## src/rtl/riscv_pkg.sv

```systemverilog
// Shared types and helpers for the load/store datapath.
// Access sizes, LSU states and strobe/alignment helpers.
package riscv_pkg;

    localparam int XLEN = 64;

    typedef enum logic [1:0] {
        SZ_B,
        SZ_H,
        SZ_W,
        SZ_D
    } mem_size_e;

    typedef enum logic [1:0] {
        IDLE,
        REQ,
        RESP
    } lsu_state_e;

    function automatic logic [7:0] size_mask(mem_size_e sz);
        logic [7:0] m;
        m = 8'h01;
        unique case (sz)
            SZ_B: m = 8'h01;
            SZ_H: m = 8'h03;
            SZ_W: m = 8'h0F;
            SZ_D: m = 8'hFF;
        endcase
        return m;
    endfunction

    function automatic logic is_misaligned(mem_size_e sz, logic [2:0] off);
        logic r;
        r = 1'b0;
        unique case (sz)
            SZ_B: r = 1'b0;
            SZ_H: r = off[0];
            SZ_W: r = |off[1:0];
            SZ_D: r = |off;
        endcase
        return r;
    endfunction

endpackage

```

## src/rtl/lsu_align.sv

```systemverilog
// Byte-lane alignment: store shift/strobes and load extract/extend.
// Purely combinational so it can be shared with a future cache.
module lsu_align
    import riscv_pkg::*;
(
    input  mem_size_e        size_i,
    input  logic [2:0]       off_i,
    input  logic             uns_i,
    input  logic [XLEN-1:0]  st_data_i,
    output logic [XLEN-1:0]  st_data_o,
    output logic [7:0]       st_strb_o,
    input  logic [XLEN-1:0]  ld_data_i,
    output logic [XLEN-1:0]  ld_data_o
);

    logic [5:0]      sh;
    logic [XLEN-1:0] ld_raw;

    assign sh        = {off_i, 3'b000};
    assign st_data_o = st_data_i << sh;
    assign st_strb_o = size_mask(size_i) << off_i;
    assign ld_raw    = ld_data_i >> sh;

    always_comb begin
        ld_data_o = ld_raw;
        unique case (size_i)
            SZ_B: ld_data_o = uns_i ? {56'b0, ld_raw[7:0]}
                                    : {{56{ld_raw[7]}}, ld_raw[7:0]};
            SZ_H: ld_data_o = uns_i ? {48'b0, ld_raw[15:0]}
                                    : {{48{ld_raw[15]}}, ld_raw[15:0]};
            SZ_W: ld_data_o = uns_i ? {32'b0, ld_raw[31:0]}
                                    : {{32{ld_raw[31]}}, ld_raw[31:0]};
            SZ_D: ld_data_o = ld_raw;
        endcase
    end

endmodule

```

## src/rtl/load_store_unit.sv

```systemverilog
// Memory stage: single-outstanding req/gnt/rvalid port with
// alignment, strobes and load extension; one wb beat per load/ALU op.
module load_store_unit #(
    parameter int XLEN       = 64,
    parameter int REG_ADDR_W = 5
) (
    input  logic                  clk_i,
    input  logic                  rst_i,
    input  logic                  valid_i,
    output logic                  ready_o,
    input  logic                  mem_read_i,
    input  logic                  mem_write_i,
    input  logic [2:0]            funct3_i,
    input  logic [XLEN-1:0]       addr_i,
    input  logic [XLEN-1:0]       store_data_i,
    input  logic [REG_ADDR_W-1:0] rd_i,
    output logic                  mem_req_o,
    output logic                  mem_we_o,
    output logic [XLEN-1:0]       mem_addr_o,
    output logic [XLEN-1:0]       mem_wdata_o,
    output logic [7:0]            mem_wstrb_o,
    input  logic                  mem_gnt_i,
    input  logic                  mem_rvalid_i,
    input  logic [XLEN-1:0]       mem_rdata_i,
    output logic                  wb_valid_o,
    output logic [REG_ADDR_W-1:0] wb_rd_o,
    output logic [XLEN-1:0]       wb_data_o,
    output logic                  misaligned_o,
    output logic                  busy_o
);

    import riscv_pkg::*;

    lsu_state_e            state_q, state_d;
    logic [XLEN-1:0]       maddr_q, maddr_d;
    logic                  we_q, we_d;
    logic [XLEN-1:0]       wdata_q, wdata_d;
    logic [7:0]            wstrb_q, wstrb_d;
    logic [2:0]            off_q, off_d;
    mem_size_e             size_q, size_d;
    logic                  uns_q, uns_d;
    logic [REG_ADDR_W-1:0] rd_q, rd_d;
    logic                  wbv_q, wbv_d;
    logic [REG_ADDR_W-1:0] wbrd_q, wbrd_d;
    logic [XLEN-1:0]       wbdata_q, wbdata_d;
    logic                  mis_q, mis_d;

    mem_size_e       al_size;
    logic [2:0]      al_off;
    logic [XLEN-1:0] al_wdata, al_ldata;
    logic [7:0]      al_strb;
    logic            accept, is_mem, is_st, finish;

    // Idle: align the incoming op; otherwise the captured one.
    assign al_size = (state_q == IDLE) ? mem_size_e'(funct3_i[1:0]) : size_q;
    assign al_off  = (state_q == IDLE) ? addr_i[2:0] : off_q;

    lsu_align u_align (
        .size_i    (al_size),
        .off_i     (al_off),
        .uns_i     (uns_q),
        .st_data_i (store_data_i),
        .st_data_o (al_wdata),
        .st_strb_o (al_strb),
        .ld_data_i (mem_rdata_i),
        .ld_data_o (al_ldata)
    );

    assign accept = valid_i && ready_o;
    assign is_mem = mem_read_i || mem_write_i;
    assign is_st  = mem_write_i && !mem_read_i;

    always_comb begin
        state_d  = state_q;
        maddr_d  = maddr_q;
        we_d     = we_q;
        wdata_d  = wdata_q;
        wstrb_d  = wstrb_q;
        off_d    = off_q;
        size_d   = size_q;
        uns_d    = uns_q;
        rd_d     = rd_q;
        wbv_d    = 1'b0;
        wbrd_d   = wbrd_q;
        wbdata_d = wbdata_q;
        mis_d    = 1'b0;
        finish   = 1'b0;
        unique case (state_q)
            IDLE: begin
                if (accept && !is_mem) begin
                    wbv_d    = 1'b1;
                    wbdata_d = addr_i;
                    wbrd_d   = rd_i;
                end else if (accept && is_misaligned(al_size, addr_i[2:0])) begin
                    mis_d = 1'b1;
                end else if (accept) begin
                    state_d = REQ;
                    maddr_d = {addr_i[XLEN-1:3], 3'b000};
                    we_d    = is_st;
                    wdata_d = is_st ? al_wdata : '0;
                    wstrb_d = is_st ? al_strb : 8'h00;
                    off_d   = addr_i[2:0];
                    size_d  = al_size;
                    uns_d   = funct3_i[2];
                    rd_d    = rd_i;
                end
            end
            REQ: begin
                if (mem_gnt_i && mem_rvalid_i) begin
                    finish = 1'b1;
                end else if (mem_gnt_i) begin
                    state_d = RESP;
                end
            end
            RESP: finish = mem_rvalid_i;
            default: state_d = IDLE;
        endcase
        if (finish) begin
            state_d = IDLE;
            if (!we_q) begin
                wbv_d    = 1'b1;
                wbdata_d = al_ldata;
                wbrd_d   = rd_q;
            end
        end
    end

    always_ff @(posedge clk_i) begin
        if (rst_i) begin
            state_q  <= IDLE;
            maddr_q  <= '0;
            we_q     <= 1'b0;
            wdata_q  <= '0;
            wstrb_q  <= 8'h00;
            off_q    <= 3'd0;
            size_q   <= SZ_B;
            uns_q    <= 1'b0;
            rd_q     <= '0;
            wbv_q    <= 1'b0;
            wbrd_q   <= '0;
            wbdata_q <= '0;
            mis_q    <= 1'b0;
        end else begin
            state_q  <= state_d;
            maddr_q  <= maddr_d;
            we_q     <= we_d;
            wdata_q  <= wdata_d;
            wstrb_q  <= wstrb_d;
            off_q    <= off_d;
            size_q   <= size_d;
            uns_q    <= uns_d;
            rd_q     <= rd_d;
            wbv_q    <= wbv_d;
            wbrd_q   <= wbrd_d;
            wbdata_q <= wbdata_d;
            mis_q    <= mis_d;
        end
    end

    assign ready_o      = (state_q == IDLE);
    assign busy_o       = (state_q != IDLE);
    assign mem_req_o    = (state_q == REQ);
    assign mem_we_o     = we_q;
    assign mem_addr_o   = maddr_q;
    assign mem_wdata_o  = wdata_q;
    assign mem_wstrb_o  = wstrb_q;
    assign wb_valid_o   = wbv_q;
    assign wb_rd_o      = wbrd_q;
    assign wb_data_o    = wbdata_q;
    assign misaligned_o = mis_q;

endmodule

```

## config.mk

```make
export PLATFORM = sky130hd
export DESIGN_NAME = load_store_unit
export DESIGN_NICKNAME = d
export VERILOG_FILES = /design/src/rtl/riscv_pkg.sv /design/src/rtl/lsu_align.sv /design/src/rtl/load_store_unit.sv
export SDC_FILE = /design/constraint.sdc
export NUM_CORES = 1
export LEC_CHECK = 0
export ABC_AREA = 1
export ABC_CLOCK_PERIOD_IN_PS = 2200
export BUFFER_PORTS_ARGS = -buffer_cell sky130_fd_sc_hd__buf_4
export CAP_MARGIN = 15
export CORE_AREA = 2 2 164 166
export CTS_BUF_LIST = sky130_fd_sc_hd__clkbuf_4 sky130_fd_sc_hd__clkbuf_8 sky130_fd_sc_hd__clkbuf_16
export DETAILED_ROUTE_END_ITERATION = 7
export DIE_AREA = 0 0 166 168
export PLACE_DENSITY = 0.74
export SLEW_MARGIN = 20
export SYNTH_ARGS = -nofsm -noshare
export SYNTH_HDL_FRONTEND = slang
export SYNTH_SLANG_ARGS = --single-unit
```

## constraint.sdc

```tcl
create_clock -name clk_i -period 2.2 [get_ports clk_i]
set_input_delay 0.11 -clock clk_i [delete_from_list [all_inputs] [get_ports clk_i]]
set_output_delay 0.11 -clock clk_i [all_outputs]
set_load 0.03 [all_outputs]
```

# Yosys cells after proc, flatten, opt, wreduce, memory -nomap -nowiden
# Index checks and enable logic that the tools add are counted.
# word_totals
register_bits	218
input_bits	207
out_inout_bits	211
# classes
eq_ne	10
shift	3
muxes	33
bitwise_logic	4
reduce_logical	17
# op_table
op	count
64-bit 2-to-1 mux	8
64-bit case mux with 4 select lines	1
64-bit by 6-bit left shift with 64-bit output	1
64-bit by 6-bit right shift with 64-bit output	1
8-bit case mux with 4 select lines	1
5-bit 2-to-1 mux	4
2-bit 2-to-1 mux	6
1-bit 2-to-1 mux	8
8-bit 2-to-1 mux	1
8-bit by 3-bit left shift with 8-bit output	1
2-bit equality test, second input constant	3
2-bit != test, second input constant	3
2-bit case mux with 3 select lines	1
6-bit AND reduction	1
3-bit OR reduction	2
1-bit logical AND	5
2-bit by 1-bit equality test with 1-bit output, second input constant	2
2-bit zero test	2
2-bit by 1-bit != test with 1-bit output, second input constant	2
1-bit inverter	4
1-bit case mux with 4 select lines	1
4-bit AND reduction	1
2-bit OR reduction	2
3-bit 2-to-1 mux	1
4 further kinds	5

# Longest topological paths before layout
# Gate-level depths: netlist of the first run.
# depth
depth_word	10
ltp_mapped	16
mapped_depth_nobuf	14

# By module
# From an unflattened synthesis of the first run, not the netlist that was laid out.
# unflattened
hier_cells	2091
area_unflattened_um2	12922.4
# by_module_without_submodules
mod	n_inst	cells_each	area_per_inst_um2	seq_area_each_um2
load_store_unit	1	1236	8877.3	4364.2
lsu_align	1	855	4045.1	0.0

# Worst setup path after synthesis of the first run
# OpenSTA, ideal clock, no wires.
# synth_path
path_type	register to register
startpoint	register state_q[0]
endpoint	register wbdata_q[22] (netlist: wb_data_o[22])
arrival_ns	2.103
required_time_ns	2.091
slack_ns	-0.012
stages_incl_launch_ff	16
cell_sequence	dfxtp_1 -> inv_1 -> ha_1 -> inv_2 -> nand2_4 -> nand2_4 -> buf_6 -> buf_2 -> o21ai_0 -> nand2_1 -> o21ai_0 -> nand2_1 -> nand2_1 -> nand3_1 -> nand2_1 -> inv_1
# synth_via
elab_chain_cells	7
word_cells_on_any_way	21
classes_between	eq/ne (5); shift (1); mux (11); reduce/logical (4)
# synth_rtl
item	line_no	text
start, declared	load_store_unit.sv:34	lsu_state_e state_q, state_d;
start signal, assigned	load_store_unit.sv:144	state_q <= state_d;
2-bit zero test (*)	load_store_unit.sv:160	assign ready_o = (state_q == IDLE);
net ready_o	load_store_unit.sv:10	output logic ready_o,
3-bit 2-to-1 mux / 1-bit logical AND (equally long branches)	load_store_unit.sv:56, load_store_unit.sv:69	
64-bit by 6-bit right shift with 64-bit output / 1-bit logical AND (equally long branches)	lsu_align.sv:22, load_store_unit.sv:90	
64-bit 2-to-1 mux, on equally long branches	n/a	
64-bit case mux with 4 select lines / 64-bit 2-to-1 mux (equally long branches)	lsu_align.sv:26, load_store_unit.sv:88	
64-bit 2-to-1 mux	load_store_unit.sv:120	if (!we_q) begin
64-bit 2-to-1 mux (*)	load_store_unit.sv:118	if (finish) begin
end signal, assigned	load_store_unit.sv:155	wbdata_q <= wbdata_d;
end, declared	load_store_unit.sv:45	logic [XLEN-1:0] wbdata_q, wbdata_d;
# The timed path passes the listed nets; every way through them passes the cells marked *.
# A chain may end at the register's enable or synchronous reset.

# Worst setup path after layout of the first run
# layout_path
startpoint	register state_q[0]
endpoint	register wdata_q[6] (netlist: mem_wdata_o[6])
# layout_via
elab_chain_cells	9
word_cells_on_any_way	18
classes_between	eq/ne (3); shift (1); mux (6); bitwise (2); reduce/logical (6)
# layout_rtl
item	line_no	text
2-bit zero test (*)	n/a	
2-bit 2-to-1 mux	load_store_unit.sv:55	assign al_size = (state_q == IDLE) ? mem_size_e'(funct3_i[1:0]) : size_q;
2-bit equality test (tied with other cells)	riscv_pkg.sv:35	unique case (sz)
1-bit case mux with 4 select lines	riscv_pkg.sv:35	
1-bit 2-to-1 mux	load_store_unit.sv:90	if (accept && !is_mem) begin
1-bit 2-to-1 mux	load_store_unit.sv:88	unique case (state_q)
1-bit logical AND	load_store_unit.sv:94	end else if (accept && is_misaligned(al_size, addr_i[2:0])) begin
1-bit inverter (no source line)	n/a	
4-bit AND reduction (no source line)	n/a	
end signal, assigned	load_store_unit.sv:147	wdata_q <= wdata_d;
end, declared	load_store_unit.sv:37	logic [XLEN-1:0] wdata_q, wdata_d;
# Mark *: on every way between the ends. The rest lies on a longest branch, timed or not. The select of a mux whose other input is x is not followed.

==> results.json, run 1 <==
{
  "status": "complete, no violations",
  "required_ns": 2.65,
  "start_util": 0.477,
  "antenna_found_initial": 1,
  "drcViolationCount": 0,
  "fin_worst_skew_ns": 0.0151,
  "gp_congestion": 1.01,
  "cp_data_arrival_time_ns": 2.61,
  "p_per_area_mw_per_mm2": 1340,
  "reg2reg_to": "mem_wdata_o[6]$_SDFFE_PP0P_",
  "critPathMaxStageDelay_ns": 0.34,
  "vias_per_cell": 5.51,
  "grt_usage": 0.371,
  "vias": 16100,
  "cts.sinks": 218,
  "grt-ovfl-total": 0,
  "worst_pin_slew_ns": 0.969,
  "synth-seq-cells": 218,
  "grt_pass1_wl_um": 82700,
  "r2r_start": "state_q[0]$_SDFFE_PP0P_",
  "rsz0062_at_grt": "true",
  "fin_ws_ns": 0.0306,
  "period_share": 0.986,
  "multiInputGateArea_sq_mm": 0.00711,
  "async_flop_share": 0,
  "grt_pass1_vias": 15000,
  "syn_area_sq_mm": 0.0126,
  "areaGrowthSynthToFinish_pct": 48.2,
  "dpl_cell_area_sq_mm": 0.0165,
  "die_h_um": 168,
  "crit_family": "buffers and inverters",
  "numCtsBuffers": 24,
  "drive_above_1_share": 0.254,
  "hold_end": "wb_data_o[56]$_SDFF_PP0_",
  "critPathCaptureType": "flop",
  "synth_cells": 2058,
  "period_minus_slack_ns": 2.17,
  "regArea_sq_mm": 0.00437,
  "hold_class": "in2reg",
  "grt_max_degree": 86,
  "relSlewSlack": 0.354,
  "pre_cts_ws_ns": -0.291,
  "synth-edff-count": 0,
  "design_area_sq_mm": 0.0186,
  "clkTransAtPathRegs_ns": 0.06,
  "core-area_sq_mm": 0.0264,
  "yosys_warnings": 0,
  "io-pin-count": 418,
  "ctsRootBufferMaster": "clkbuf_16",
  "rrSetupSlack_ns": 0.03,
  "insertedDiodeCount": 0,
  "leakage_uw": 0.00909,
  "nets": 2774,
  "min-delay-start": "mem_rdata_i[56]",
  "min_path_cells": 5,
  "cp_max_fo": 8,
  "cts_tree": "done",
  "worst-r2r-cell-count": 10,
  "dpl.hpwl_um": 40800,
  "cp_slowest_cell": "dfxtp_2",
  "startpoint_type": "flop",
  "yosysUniqueCellTypes": 38,
  "path_class": "reg2reg",
  "clk_path_buf_depth": 3,
  "clk_latency_ns": 0.53,
  "max_freq_ghz": 0.461,
  "post_drt_wl_per_cell_um": 19.2,
  "drt-pass1-iter-count": 8,
  "dieArea_sq_mm": 0.0279,
  "vdd_drop_max_mv": 0.983,
  "h-tree-depth": 1,
  "hold_viol": 0,
  "drt_iter0_drc": 1803,
  "drt_wl_total_um": 56100,
  "synth.avg_cell_area_sq_um": 6.11,
  "ys_seq_area_frac": 0.347,
  "fill_cells": 2251,
  "die_w_um": 166,
  "setup_viol_count_final": 0,
  "std_cell_rows": 60,
  "worstPathCellList": "inv_2 > ha_4 > buf_8 > o21ai_4 > clkinv_4 > buf_12 > nor4_4 > buf_6 > nand3_1 > a21oi_1",
  "place.port_buffers": 414,
  "max_cap_violations": 0,
  "cp_num_buf_inv": 5,
  "ant_nets": 0,
  "synth_top_flop_cell": "dfxtp_1",
  "slew_viol_final": 0
}
==> per-layer routing <==
layer,track usage,vias to the layer above,share of wire
li1,-,7645,-
met1,0.442,7430,0.38
met2,0.644,865,0.48
met3,0.0663,150,0.085
met4,0.188,2,0.056
met5,0,-,0.00023
==> stage by stage <==
stage	hold slack [ns]	setup TNS, ns	instances	power [uW]	util
final	0.0100	0	2920	24900	0.707
after global routing	0.0276	-0.663	2920	26300	0.707
after CTS	0.00166	-0.00491	2905	23900	0.694
after detailed placement	0.378	-0.731	2776	19400	0.628
after global placement	0.372	-0.451	2776	19400	0.628
after floorplan	0.258	0	2060	14000	-
==> synthesized netlist by cell type, types with 2 or more instances <==
master	n	share of area
buf_2	70	0.028
nand3_2	2	0.0016
a21oi_1	114	0.045
nand2_1	687	0.21
clkbuf_1	55	0.016
a31oi_1	9	0.0045
inv_1	107	0.032
a21boi_0	2	0.0012
nand2_4	4	0.0036
o211ai_1	45	0.027
nor2_1	251	0.075
buf_4	23	0.014
ha_1	3	0.0030
nor3_1	3	0.0012
or2_2	3	0.0015
nor2_4	2	0.0018
o21ai_0	215	0.086
or2_1	3	0.0015
nand2_2	4	0.0020
inv_2	8	0.0024
o21ai_2	3	0.0021
buf_6	6	0.0054
o21ai_4	2	0.0026
nand3_1	197	0.078
o21ai_1	7	0.0028
buf_1	4	0.0012
dfxtp_1	218	0.35
==> cell usage in the layout (no fill, tap or decap), types with 28 or more instances in the layout <==
| cell | instances |
|---|---|
| a21oi_1 | 111 |
| buf_4 | 507 |
| clkbuf_16 | 28 |
| dfxtp_1 | 216 |
| dlygate4sd3_1 | 84 |
| inv_1 | 102 |
| nand2_1 | 681 |
| nand3_1 | 193 |
| nor2_1 | 249 |
| o211ai_1 | 45 |
| o21ai_0 | 186 |
| o21ai_1 | 33 |
==> worst max-delay path by stage <==
stage	startpoint	end	cells past startpoint
CTS	state_q[0]$_SDFFE_PP0P_	mem_wdata_o[48]$_SDFFE_PP0P_	13
global placement	state_q[0]$_SDFFE_PP0P_	mem_wdata_o[44]$_SDFFE_PP0P_	11
global route	state_q[1]$_SDFFE_PP0P_	mem_wdata_o[4]$_SDFFE_PP0P_	10
floorplan	state_q[0]$_SDFFE_PP0P_	wb_data_o[34]$_SDFF_PP0_	13
finish	state_q[0]$_SDFFE_PP0P_	mem_wdata_o[6]$_SDFFE_PP0P_	10
detailed placement	state_q[0]$_SDFFE_PP0P_	mem_wdata_o[44]$_SDFFE_PP0P_	11
==> what timing repair did <==
action                                  4_1_cts  5_1_grt
resized for setup                            16       77
setup buffers                                 3       10
hold buffers                                 84        0
endpoints found under the setup margin       30      206
cloned                                        1        5
pin swaps                                     2       14
hold endpoints to repair                    133        0
==> report_power, final <==
| group | switching [uW] | internal [uW] | leakage (uW) |
|---|---|---|---|
| sequential | 431 | 4690 | 0.00178 |
| combinational | 9830 | 5740 | 0.00690 |
| clock | 1700 | 2540 | 0.000416 |
| total | 12000 | 13000 | 0.00909 |
==> cell type report <==
type / instances / area share
Clock buffer: 29 / 0.0365
Clock inverter: 12 / 0.00766
Inverter: 116 / 0.0249
Multi-Input combinational cell: 1570 / 0.382
Sequential cell: 218 / 0.234
Tap cell: 341 / 0.0229
Timing Repair Buffer: 634 / 0.292
==> kinds of logic after synthesis <==
| logic type | Yosys count | synth area share |
|---|---|---|
| compound gates | 399 | 0.172 |
| simple gates | 1163 | 0.378 |
| fa+ha+maj | 3 | 0.00299 |
| other cells | 1 | 0.000298 |
| flops | 218 | 0.347 |
| buf+inv | 274 | 0.0994 |
==> state kept, by name (all words and copies together) (netlist names) <==
signal        flops
mem_wdata_o      64
wb_data_o        64
mem_addr_o       61
mem_wstrb_o       8
rd_q              5
wb_rd_o           5
off_q             3
size_q            2
state_q           2
mem_we_o          1
misaligned_o      1
uns_q             1
wb_valid_o        1
==> worst register-to-register path, cell delays in order (launching register included) <==
cell and delay (ns):
dfxtp_2 0.34, inv_2 0.05, ha_4 0.19, buf_8 0.15
o21ai_4 0.29, clkinv_4 0.19, buf_12 0.17, nor4_4 0.31
buf_6 0.18, nand3_1 0.10, a21oi_1 0.13
(Power assumes the default switching activity.)
==> inputs of run 2 (changes only) <==
--- a/config.mk
+++ b/config.mk
@@ -14,6 +14,7 @@
 export DETAILED_ROUTE_END_ITERATION = 7
 export DIE_AREA = 0 0 166 168
 export PLACE_DENSITY = 0.74
+export RECOVER_POWER = 25
 export SLEW_MARGIN = 20
 export SYNTH_ARGS = -nofsm -noshare
 export SYNTH_HDL_FRONTEND = slang
==> run 2 against run 1 <==
Cell count stayed put. Hold slack worse by 0.00075 ns. Setup slack worse by 0.012 ns. Clock skew is 0.0020 ns lower. First-iteration DRC count is 10% lower. Utilization is 1.4 points lower. Maximum frequency is 0.56% lower. Critical path type unchanged. Largest cell class unchanged. Largest power group unchanged.
==> results.json, run 2 (synthesis gave the netlist of run 1 again) <==
{
  "status": "complete, no violations",
  "clkTransAtPathRegs_ns": 0.06,
  "fill_cells": 2381,
  "gp_congestion": 1.01,
  "path_class": "reg2reg",
  "h-tree-depth": 1,
  "vias_per_cell": 5.49,
  "vdd_drop_max_mv": 0.977,
  "instances_no_fill": 2920,
  "grt_usage": 0.371,
  "relSlewSlack": 0.348,
  "numCtsBuffers": 24,
  "grt_pass1_wl_um": 82700,
  "pre_cts_ws_ns": -0.291,
  "drcViolationCount": 0,
  "final_common_cell": "nand2_1",
  "required_ns": 2.64,
  "max_freq_ghz": 0.458,
  "drt_iter0_drc": 1621,
  "drive_above_1_share": 0.216,
  "power_uw": 24700,
  "die_h_um": 168,
  "critPathCaptureType": "flop",
  "period_share": 0.992,
  "grt_max_degree": 86,
  "multiInputGateArea_sq_mm": 0.00711,
  "ant_nets": 0,
  "fin_worst_skew_ns": 0.0131,
  "place.port_buffers": 414,
  "drt_wl_total_um": 56200,
  "clk_latency_ns": 0.53,
  "die_w_um": 166,
  "drt-pass1-iter-count": 6,
  "cts_tree": "done",
  "p_per_area_mw_per_mm2": 1350,
  "vias": 16000,
  "numPlacedInstances": 2776,
  "clk_path_buf_depth": 3,
  "cp_data_arrival_time_ns": 2.62,
  "final_cell_mix": "nand2_1 (681), buf_4 (407), nor2_1 (249), dfxtp_1 (216), nand3_1 (193)",
  "grt-ovfl-total": 0,
  "antenna_found_initial": 1,
  "startpoint_type": "flop",
  "post_drt_wl_per_cell_um": 19.2,
  "areaGrowthSynthToFinish_pct": 45.2,
  "regArea_sq_mm": 0.00437,
  "dpl.hpwl_um": 40800,
  "hold_class": "in2reg",
  "leakage_uw": 0.00868,
  "fin_ws_ns": 0.0183,
  "io-pin-count": 418,
  "hold_viol": 0,
  "slew_viol_final": 0,
  "nets": 2774,
  "max_cap_violations": 0,
  "setup_viol_count_final": 0,
  "grt_pass1_vias": 15000,
  "worst_pin_slew_ns": 0.977,
  "start_util": 0.477,
  "finalSetupTns_ns": 0,
  "dieArea_sq_mm": 0.0279,
  "ctsRootBufferMaster": "clkbuf_16",
  "period_minus_slack_ns": 2.18,
  "insertedDiodeCount": 0,
  "std_cell_rows": 60,
  "core-area_sq_mm": 0.0264,
  "rsz0062_at_grt": "true",
  "cp_max_fo": 8,
  "cts.sinks": 218
}
==> run 2: cell count changes in the layout (fill, tap and decap cells not counted) <==
cell	delta
clkbuf_1	+100
buf_4	-100
==> run 2: layout make-up <==
type | count | area share
tap | 341 | 0.0234
clock buffer | 29 | 0.0373
inverter | 116 | 0.0254
timing repair buffer | 634 | 0.277
clock inverter | 12 | 0.00781
multi-input combinational | 1570 | 0.390
sequential | 218 | 0.239
==> run 2: worst max-delay path, cell delays in order (launching register included) <==
cell and delay [ns]:
dfxtp_2 0.34, inv_2 0.05, ha_4 0.19, buf_8 0.15, o21ai_4 0.29, clkinv_4 0.19, buf_12 0.17, nor4_4 0.31
buf_4 0.19, nand2_1 0.06, a21oi_1 0.14
==> run 2: final timing paths <==
kind	start	end	slack, ns	cells past startpoint
worst max-delay path	state_q[0]$_SDFFE_PP0P_	mem_wstrb_o[0]$_SDFFE_PP0P_	0.02	10
worst min-delay path	mem_rdata_i[56]	wb_data_o[56]$_SDFF_PP0_	0.009	5
worst max register to register	state_q[0]$_SDFFE_PP0P_	mem_wstrb_o[0]$_SDFFE_PP0P_	0.02	10
worst min register to register	mem_wdata_o[44]$_SDFFE_PP0P_	mem_wdata_o[44]$_SDFFE_PP0P_	0.47	2
==> run 2: routing by layer <==
layer / up-vias / global-route usage / wire length (um) / share of wire
met5: - / 0 / 13 / 0.00023
met4: 2 / 0.188 / 3120 / 0.055
met3: 153 / 0.0663 / 4650 / 0.083
met2: 890 / 0.644 / 26800 / 0.48
met1: 7355 / 0.442 / 21600 / 0.38
li1: 7644 / - / - / -
==> run 2: through the flow <==
step | util | hold WS [ns] | instance area [sq um]
after floorplan | - | 0.258 | 12600
after global placement | 0.628 | 0.372 | 16500
after detailed placement | 0.628 | 0.378 | 16500
after CTS | 0.694 | 0.00166 | 18300
after global routing | 0.693 | 0.0276 | 18300
final | 0.693 | 0.00927 | 18300
==> run 2: report_power, final <==
group          internal (uW)  switching, uW
logic                   5460           9840
clock network           2540           1710
registers               4690            423
total                  12700          12000
==> run 2: repair_timing <==
action,4_1_cts,5_1_grt
setup endpoints to repair,30,206
gates cloned,1,5
buffers inserted,3,10
hold endpoints to repair,133,0
gates resized for setup,16,77
hold buffers,84,0
pin swaps,2,14
